==> config.mk <==
export PLATFORM = sky130hd
export DESIGN_NAME = rx_frame_loader
export DESIGN_NICKNAME = d
export VERILOG_FILES = /design/src/rtl/rx_frame_loader.sv
export SDC_FILE = /design/constraint.sdc
export NUM_CORES = 1
export LEC_CHECK = 0
export ABC_CLOCK_PERIOD_IN_PS = 1900
export CAP_MARGIN = 20
export CORE_ASPECT_RATIO = 1.2
export CORE_UTILIZATION = 57
export CTS_CLUSTER_DIAMETER = 80
export CTS_CLUSTER_SIZE = 30
export DETAILED_ROUTE_END_ITERATION = 10
export DONT_BUFFER_PORTS = 1
export PLACE_DENSITY = 0.72
export SYNTH_ARGS = -nofsm -noshare
export SYNTH_HDL_FRONTEND = slang
export SYNTH_SLANG_ARGS = --single-unit
==> constraint.sdc <==
create_clock -name clock -period 1.9 [get_ports clock]
set_input_delay 0.57 -clock clock [delete_from_list [all_inputs] [get_ports clock]]
set_output_delay 0.57 -clock clock [all_outputs]
set_load 0.02 [all_outputs]
==> src/rtl/rx_frame_loader.sv <==
// rx_frame_loader
//   Assembles one grayscale frame received byte-by-byte from the serial receiver
//   into the image RAM ahead of the Sobel pipeline. A frame is a SYNC byte,
//   NPIX pixel bytes and one checksum byte (mod-256 sum of the pixels).
//   A good frame produces a one-cycle frame_ok pulse; a checksum mismatch or an
//   inter-byte stall longer than TIMEOUT cycles produces a one-cycle frame_erro.
//
// Ports
//   clock       in   1       system clock, rising edge
//   reset_n     in   1       asynchronous active-low reset
//   rx_pronto   in   1       rx_dado valid this cycle (one-cycle strobe)
//   rx_dado     in   8       received byte
//   ocupado     in   1       Sobel stage busy; new frames refused while high
//   we_mem      out  1       image RAM write enable
//   addr_mem    out  ADDR_W  image RAM write address
//   dado_mem    out  8       image RAM write data
//   frame_ok    out  1       pulse: frame stored, checksum matched
//   frame_erro  out  1       pulse: frame rejected
//   erro_cod    out  2       00 none, 01 checksum, 10 timeout (held until next sync)
//   db_estado   out  4       current state code (debug)
module rx_frame_loader #(
  parameter int          NPIX    = 4096,
  parameter int          ADDR_W  = 12,
  parameter logic [7:0]  SYNC    = 8'hAA,
  parameter int          TIMEOUT = 1000000
) (
  input  logic              clock,
  input  logic              reset_n,
  input  logic              rx_pronto,
  input  logic [7:0]        rx_dado,
  input  logic              ocupado,
  output logic              we_mem,
  output logic [ADDR_W-1:0] addr_mem,
  output logic [7:0]        dado_mem,
  output logic              frame_ok,
  output logic              frame_erro,
  output logic [1:0]        erro_cod,
  output logic [3:0]        db_estado
);

  localparam int TMO_W = $clog2(TIMEOUT + 1);

  localparam logic [ADDR_W-1:0] LAST_PIX = ADDR_W'(NPIX - 1);
  localparam logic [TMO_W-1:0]  TMO_LAST = TMO_W'(TIMEOUT - 1);

  localparam logic [1:0] COD_NONE = 2'b00;
  localparam logic [1:0] COD_CKS  = 2'b01;
  localparam logic [1:0] COD_TMO  = 2'b10;

  // Encodings are the debug codes seen on db_estado.
  typedef enum logic [3:0] {
    OCIOSO   = 4'h0,
    PIXEL    = 4'h3,
    CHECK    = 4'h7,
    VALIDA   = 4'h9,
    FIM_OK   = 4'hF,
    FIM_ERRO = 4'hE
  } state_t;

  state_t              state_q, state_d;
  logic [ADDR_W-1:0]   cnt_q, cnt_d;
  logic [7:0]          sum_q, sum_d;
  logic [7:0]          cks_q, cks_d;
  logic [TMO_W-1:0]    tmo_q, tmo_d;
  logic                we_q, we_d;
  logic [ADDR_W-1:0]   addr_q, addr_d;
  logic [7:0]          dado_q, dado_d;
  logic                ok_q, ok_d;
  logic                erro_q, erro_d;
  logic [1:0]          cod_q, cod_d;

  logic                tmo_expired;

  // Expiry only counts when no byte arrives in the same cycle; a byte wins.
  assign tmo_expired = !rx_pronto && (tmo_q == TMO_LAST);

  always_comb begin
    state_d = state_q;
    cnt_d   = cnt_q;
    sum_d   = sum_q;
    cks_d   = cks_q;
    tmo_d   = tmo_q;
    we_d    = 1'b0;
    addr_d  = addr_q;
    dado_d  = dado_q;
    ok_d    = 1'b0;
    erro_d  = 1'b0;
    cod_d   = cod_q;

    case (state_q)
      OCIOSO: begin
        // ocupado is only looked at here; it never aborts a frame in flight.
        if (rx_pronto && (rx_dado == SYNC) && !ocupado) begin
          state_d = PIXEL;
          cnt_d   = '0;
          sum_d   = '0;
          tmo_d   = '0;
          cod_d   = COD_NONE;
        end
      end

      PIXEL: begin
        if (rx_pronto) begin
          // Any value, including SYNC, is pixel data here.
          we_d   = 1'b1;
          addr_d = cnt_q;
          dado_d = rx_dado;
          sum_d  = sum_q + rx_dado;
          cnt_d  = cnt_q + 1'b1;
          tmo_d  = '0;
          if (cnt_q == LAST_PIX) begin
            state_d = CHECK;
          end
        end else if (tmo_expired) begin
          cod_d   = COD_TMO;
          erro_d  = 1'b1;
          state_d = FIM_ERRO;
        end else begin
          tmo_d = tmo_q + 1'b1;
        end
      end

      CHECK: begin
        if (rx_pronto) begin
          cks_d   = rx_dado;
          tmo_d   = '0;
          state_d = VALIDA;
        end else if (tmo_expired) begin
          cod_d   = COD_TMO;
          erro_d  = 1'b1;
          state_d = FIM_ERRO;
        end else begin
          tmo_d = tmo_q + 1'b1;
        end
      end

      VALIDA: begin
        // Pulses are registered on entry so they coincide with FIM_OK/FIM_ERRO.
        if (cks_q == sum_q) begin
          ok_d    = 1'b1;
          state_d = FIM_OK;
        end else begin
          cod_d   = COD_CKS;
          erro_d  = 1'b1;
          state_d = FIM_ERRO;
        end
      end

      FIM_OK:   state_d = OCIOSO;
      FIM_ERRO: state_d = OCIOSO;

      default:  state_d = OCIOSO;
    endcase
  end

  always_ff @(posedge clock or negedge reset_n) begin
    if (!reset_n) begin
      state_q <= OCIOSO;
      cnt_q   <= '0;
      sum_q   <= '0;
      cks_q   <= '0;
      tmo_q   <= '0;
      we_q    <= 1'b0;
      addr_q  <= '0;
      dado_q  <= '0;
      ok_q    <= 1'b0;
      erro_q  <= 1'b0;
      cod_q   <= COD_NONE;
    end else begin
      state_q <= state_d;
      cnt_q   <= cnt_d;
      sum_q   <= sum_d;
      cks_q   <= cks_d;
      tmo_q   <= tmo_d;
      we_q    <= we_d;
      addr_q  <= addr_d;
      dado_q  <= dado_d;
      ok_q    <= ok_d;
      erro_q  <= erro_d;
      cod_q   <= cod_d;
    end
  end

  assign we_mem     = we_q;
  assign addr_mem   = addr_q;
  assign dado_mem   = dado_q;
  assign frame_ok   = ok_q;
  assign frame_erro = erro_q;
  assign erro_cod   = cod_q;
  assign db_estado  = state_q;

endmodule

==> run_summary.xml <==
<?xml version="1.0" encoding="UTF-8"?>
<metrics>
  <group name="outcome">
    <metric name="status" unit="">finished, violations left</metric>
    <metric name="failed_checks" unit="">negative hold slack, negative setup slack</metric>
  </group>
  <group name="logic_synthesis">
    <metric name="post_synth_most_frequent_cells" unit="">sky130_fd_sc_hd__nand2_1, sky130_fd_sc_hd__dfrtp_1, sky130_fd_sc_hd__nor2_1</metric>
    <metric name="synth_mux_area_share" unit="%">2.80</metric>
    <metric name="synth_top_area_share" unit="%">49.0</metric>
    <metric name="yosys_register_bits" unit="">77</metric>
    <metric name="post_synth_inst_count" unit="">414</metric>
    <metric name="post_synth.cell_area_avg" unit="um^2">9.49</metric>
    <metric name="ys_types" unit="">59</metric>
    <metric name="synth-warning-count" unit="">0</metric>
    <metric name="ys_dominant_reg_cell" unit="">sky130_fd_sc_hd__dfrtp_1</metric>
    <metric name="synth.yosys.seq_area_share" unit="%">49.0</metric>
    <metric name="synthDominantAreaCellType" unit="">sky130_fd_sc_hd__dfrtp_1</metric>
    <metric name="synthSimpleGateAreaFrac" unit="%">23.2</metric>
    <metric name="synth_fa_ha_area_share" unit="%">3.38</metric>
    <metric name="synthesis.area" unit="mm^2">0.00393</metric>
    <metric name="post_synthesis_net_count" unit="">436</metric>
    <metric name="synth_top_cells_by_area" unit="">sky130_fd_sc_hd__dfrtp_1, sky130_fd_sc_hd__nand2_1, sky130_fd_sc_hd__xor2_1</metric>
    <metric name="synth_compound_gate_area_share" unit="%">14.2</metric>
    <metric name="dominant_combinational_cell_family_by_area_after_synthesis" unit="">simple AND/OR/NAND/NOR gates</metric>
    <metric name="synth_async_sr_flop_share" unit="%">100</metric>
    <metric name="synth_xor_xnor_area_share" unit="%">4.46</metric>
    <metric name="yosys.cell_count.top_type" unit="">sky130_fd_sc_hd__nand2_1</metric>
    <metric name="synth_enable_flop_cells" unit="">0</metric>
  </group>
  <group name="route">
    <metric name="via_per_instance_ratio" unit="">5.98</metric>
    <metric name="remaining_antenna_violation_count" unit="">0</metric>
    <metric name="postRouteWirelength" unit="um">9480</metric>
    <metric name="drt_first_pass_iters" unit="">4</metric>
    <metric name="num_vias" unit="">3277</metric>
    <metric name="route.detailed.drc" unit="">0</metric>
    <metric name="detailedRoute.firstIterationViolations" unit="">195</metric>
    <metric name="routedWlPerCell" unit="um">17.3</metric>
  </group>
  <group name="clocking">
    <metric name="cts_num_sinks" unit="">77</metric>
    <metric name="cts_inserted_buffers" unit="">9</metric>
    <metric name="cts_htree_levels" unit="">3</metric>
    <metric name="cts.reportedPaths.clkPinSlew" unit="ns">0.08</metric>
    <metric name="clock_tree.buffer_depth" unit="">2</metric>
    <metric name="clock_network_latency_to_the_later_pin_of_the_worst_skew_pair" unit="ns">0.35</metric>
    <metric name="cts-root-buf" unit="">sky130_fd_sc_hd__clkbuf_8</metric>
    <metric name="cts_tree" unit="">done</metric>
  </group>
  <group name="critical_path">
    <metric name="critical_path.startpoint_type" unit="">register</metric>
    <metric name="setup.worst_path.end_class" unit="">register</metric>
    <metric name="critical_path.max_fanout" unit="">6</metric>
    <metric name="worst_ep_arrival_time" unit="ns">2.20</metric>
    <metric name="crit_required" unit="ns">2.13</metric>
    <metric name="regToRegSetupSlack" unit="ns">-0.06</metric>
    <metric name="worstSetupPathType" unit="">reg -&gt; reg</metric>
  </group>
  <group name="global_routing">
    <metric name="grt_pass1_wl" unit="um">15300</metric>
    <metric name="grt_util_met1" unit="%">33.9</metric>
    <metric name="grt_pass1_vias" unit="">3346</metric>
    <metric name="grt_most_used_layer" unit="">met2</metric>
    <metric name="global_route.overflow_total" unit="">0</metric>
    <metric name="initial_antenna_violation_count" unit="">0</metric>
    <metric name="grt_usage" unit="%">27.4</metric>
    <metric name="groute.layer.met3.usage" unit="%">5.22</metric>
    <metric name="grt_use_met2" unit="%">45.7</metric>
    <metric name="largest_net_degree_at_the_start_of_global_routing" unit="">78</metric>
  </group>
  <group name="timing">
    <metric name="hold-worst-slack" unit="ns">-0.0984</metric>
    <metric name="max-slew-margin-rel" unit="%">71.1</metric>
    <metric name="fin_ws" unit="ns">-0.0647</metric>
    <metric name="setup-violations-final" unit="">10</metric>
    <metric name="period_share" unit="%">103</metric>
    <metric name="worst_pin_slew" unit="ns">0.429</metric>
    <metric name="clock_skew" unit="ns">0.00885</metric>
    <metric name="fin_crit" unit="ns">1.96</metric>
    <metric name="rsz0062_at_grt" unit="">yes</metric>
    <metric name="timing_max_transition_violations_final" unit="">0</metric>
    <metric name="hold_viol" unit="">77</metric>
    <metric name="fmax" unit="MHz">509</metric>
  </group>
  <group name="power_and_ir_drop">
    <metric name="static-leakage-power" unit="nW">2.35</metric>
    <metric name="power.density_cell_area" unit="mW/mm^2">711</metric>
    <metric name="vdd_ir_drop_max" unit="mV">0.521</metric>
  </group>
  <group name="placement">
    <metric name="dp_hpwl" unit="um">6060</metric>
    <metric name="routabilityCongestion" unit="">0.932</metric>
    <metric name="dpl-instance-area" unit="mm^2">0.00434</metric>
    <metric name="port_buffers" unit="">0</metric>
    <metric name="numPlacedInstances" unit="">525</metric>
  </group>
  <group name="flow_run">
    <metric name="cap_viol_max_count" unit="">0</metric>
  </group>
  <group name="floorplan">
    <metric name="row_count" unit="">32</metric>
    <metric name="die_x" unit="um">77.8</metric>
    <metric name="ios" unit="">41</metric>
    <metric name="die_span_y" unit="um">92.9</metric>
    <metric name="initial_utilization" unit="%">60.2</metric>
    <metric name="placeableCoreArea" unit="mm^2">0.00653</metric>
    <metric name="dieArea" unit="mm^2">0.00723</metric>
  </group>
  <group name="worst_hold_path">
    <metric name="hold_class" unit="">in -&gt; async</metric>
  </group>
  <group name="final_layout">
    <metric name="layout-drive-gt1-share" unit="%">23.8</metric>
    <metric name="antenna-diode-count" unit="">0</metric>
    <metric name="areaGrowthSynthToFinish" unit="%">22.0</metric>
    <metric name="final_area" unit="mm^2">0.00479</metric>
    <metric name="n_fill_cell" unit="">476</metric>
    <metric name="finish.net_count" unit="">481</metric>
    <metric name="layout.cells.non_filler" unit="">548</metric>
  </group>
</metrics>
flip-flops by register name, indices dropped and copies added, names as in the netlist:
signal,cells
frame_ok,1
we_mem,1
cnt_q,12
sum_q,8
db_estado,4
tmo_q,20
erro_cod,2
addr_mem,12
cks_q,8
dado_mem,8
frame_erro,1
timing repair:
item                                    CTS  global route
hold endpoints to repair                 77            77
cloned                                    0             1
gates resized for setup                  10            25
endpoints found under the setup margin    5            31
setup buffers                             4             3
pin swaps                                 6            11
layout by cell type, fill, tap and decap left out, drive strengths merged, types with 4 or more instances in the layout:
cell type | synthesis | layout
dfrtp | 77 | 77
nor2 | 29 | 29
inv | 5 | 5
a21oi | 19 | 19
buf | 7 | 53
nor3 | 10 | 10
xor2 | 16 | 16
mux2 | 8 | 8
xnor2 | 4 | 4
clkbuf | 13 | 11
and3 | 12 | 12
nor4 | 5 | 5
a221o | 6 | 6
nand3 | 12 | 12
ha | 9 | 9
o21ai | 18 | 18
a22o | 4 | 4
and2 | 7 | 7
o22ai | 4 | 4
nand2 | 85 | 85
a31oi | 8 | 8
a21o | 4 | 4
nand4 | 8 | 8
logic make-up (layout without fill, tap and decap cells):
logic type | Yosys count | count (layout)
adder cells (fa/ha/maj) | 10 | 10
multiplexers | 10 | 10
flip-flops | 77 | 77
AO/OA/AOI/OAI | 83 | 84
buffers and inverters | 25 | 73
AND/OR/NAND/NOR | 189 | 189
XOR/XNOR | 20 | 20
critical path, cell delays in order, from the launching register on:
cell and delay [ns]:
sky130_fd_sc_hd__dfrtp_1 0.38, sky130_fd_sc_hd__or4b_4 0.55, sky130_fd_sc_hd__nor3_4 0.16, sky130_fd_sc_hd__nand4_4 0.19
sky130_fd_sc_hd__or2_4 0.28, sky130_fd_sc_hd__a221o_1 0.29
final cells by class:
type	instances	area, um^2	area share [%]
flip-flops and latches	77	1930	40.3
multi-input cells	313	2070	43.2
repair buffers	53	417	8.69
clock inverters	4	95.1	1.98
well taps	85	106	2.22
inverters	5	21.3	0.444
clock buffers	11	151	3.16
power by group:
group,leakage [nW],internal [mW],switching (mW)
sequential,1.05,1.66,0.0311
clock,0.125,0.935,0.585
combinational,1.18,0.0981,0.0991
total,2.35,2.69,0.715
worst paths after layout:
check	cells past startpoint	startpoint	to
setup / recovery	5	tmo_q[13]$_DFFE_PN0P_	tmo_q[6]$_DFFE_PN0P_
hold / removal	0	reset_n	tmo_q[15]$_DFFE_PN0P_
min in group clock	2	rx_dado[0]	dado_mem[0]$_DFFE_PN0P_
setup reg to reg	5	tmo_q[13]$_DFFE_PN0P_	tmo_q[6]$_DFFE_PN0P_
hold reg to reg	1	tmo_q[3]$_DFFE_PN0P_	tmo_q[3]$_DFFE_PN0P_
max in group asynchronous	0	reset_n	db_estado[1]$_DFFE_PN0P_
stage by stage:
stage	TNS, ns	hold WS [ns]	worst slack (ns)	utilization (%)	total power, mW
after CTS	-0.160	-0.106	-0.0681	71.5	3.40
after detailed placement	-2.37	0.276	-0.316	66.5	1.88
after global routing	-1.63	-0.110	-0.141	73.4	3.50
final	-0.147	-0.0984	-0.0647	73.4	3.41
after global placement	-2.80	0.276	-0.225	66.5	1.87
after floorplan	-1.01	0.274	-0.122	-	1.83
metal layers:
| layer | wire length, um | up-vias | part of all wire, % |
|---|---|---|---|
| met5 | 0 | - | 0 |
| met4 | 209 | 0 | 2.2 |
| met3 | 450 | 21 | 4.7 |
| met2 | 4720 | 93 | 50 |
| met1 | 4100 | 1600 | 43 |
| li1 | - | 1563 | - |
Power figures use the tool's default switching activity.
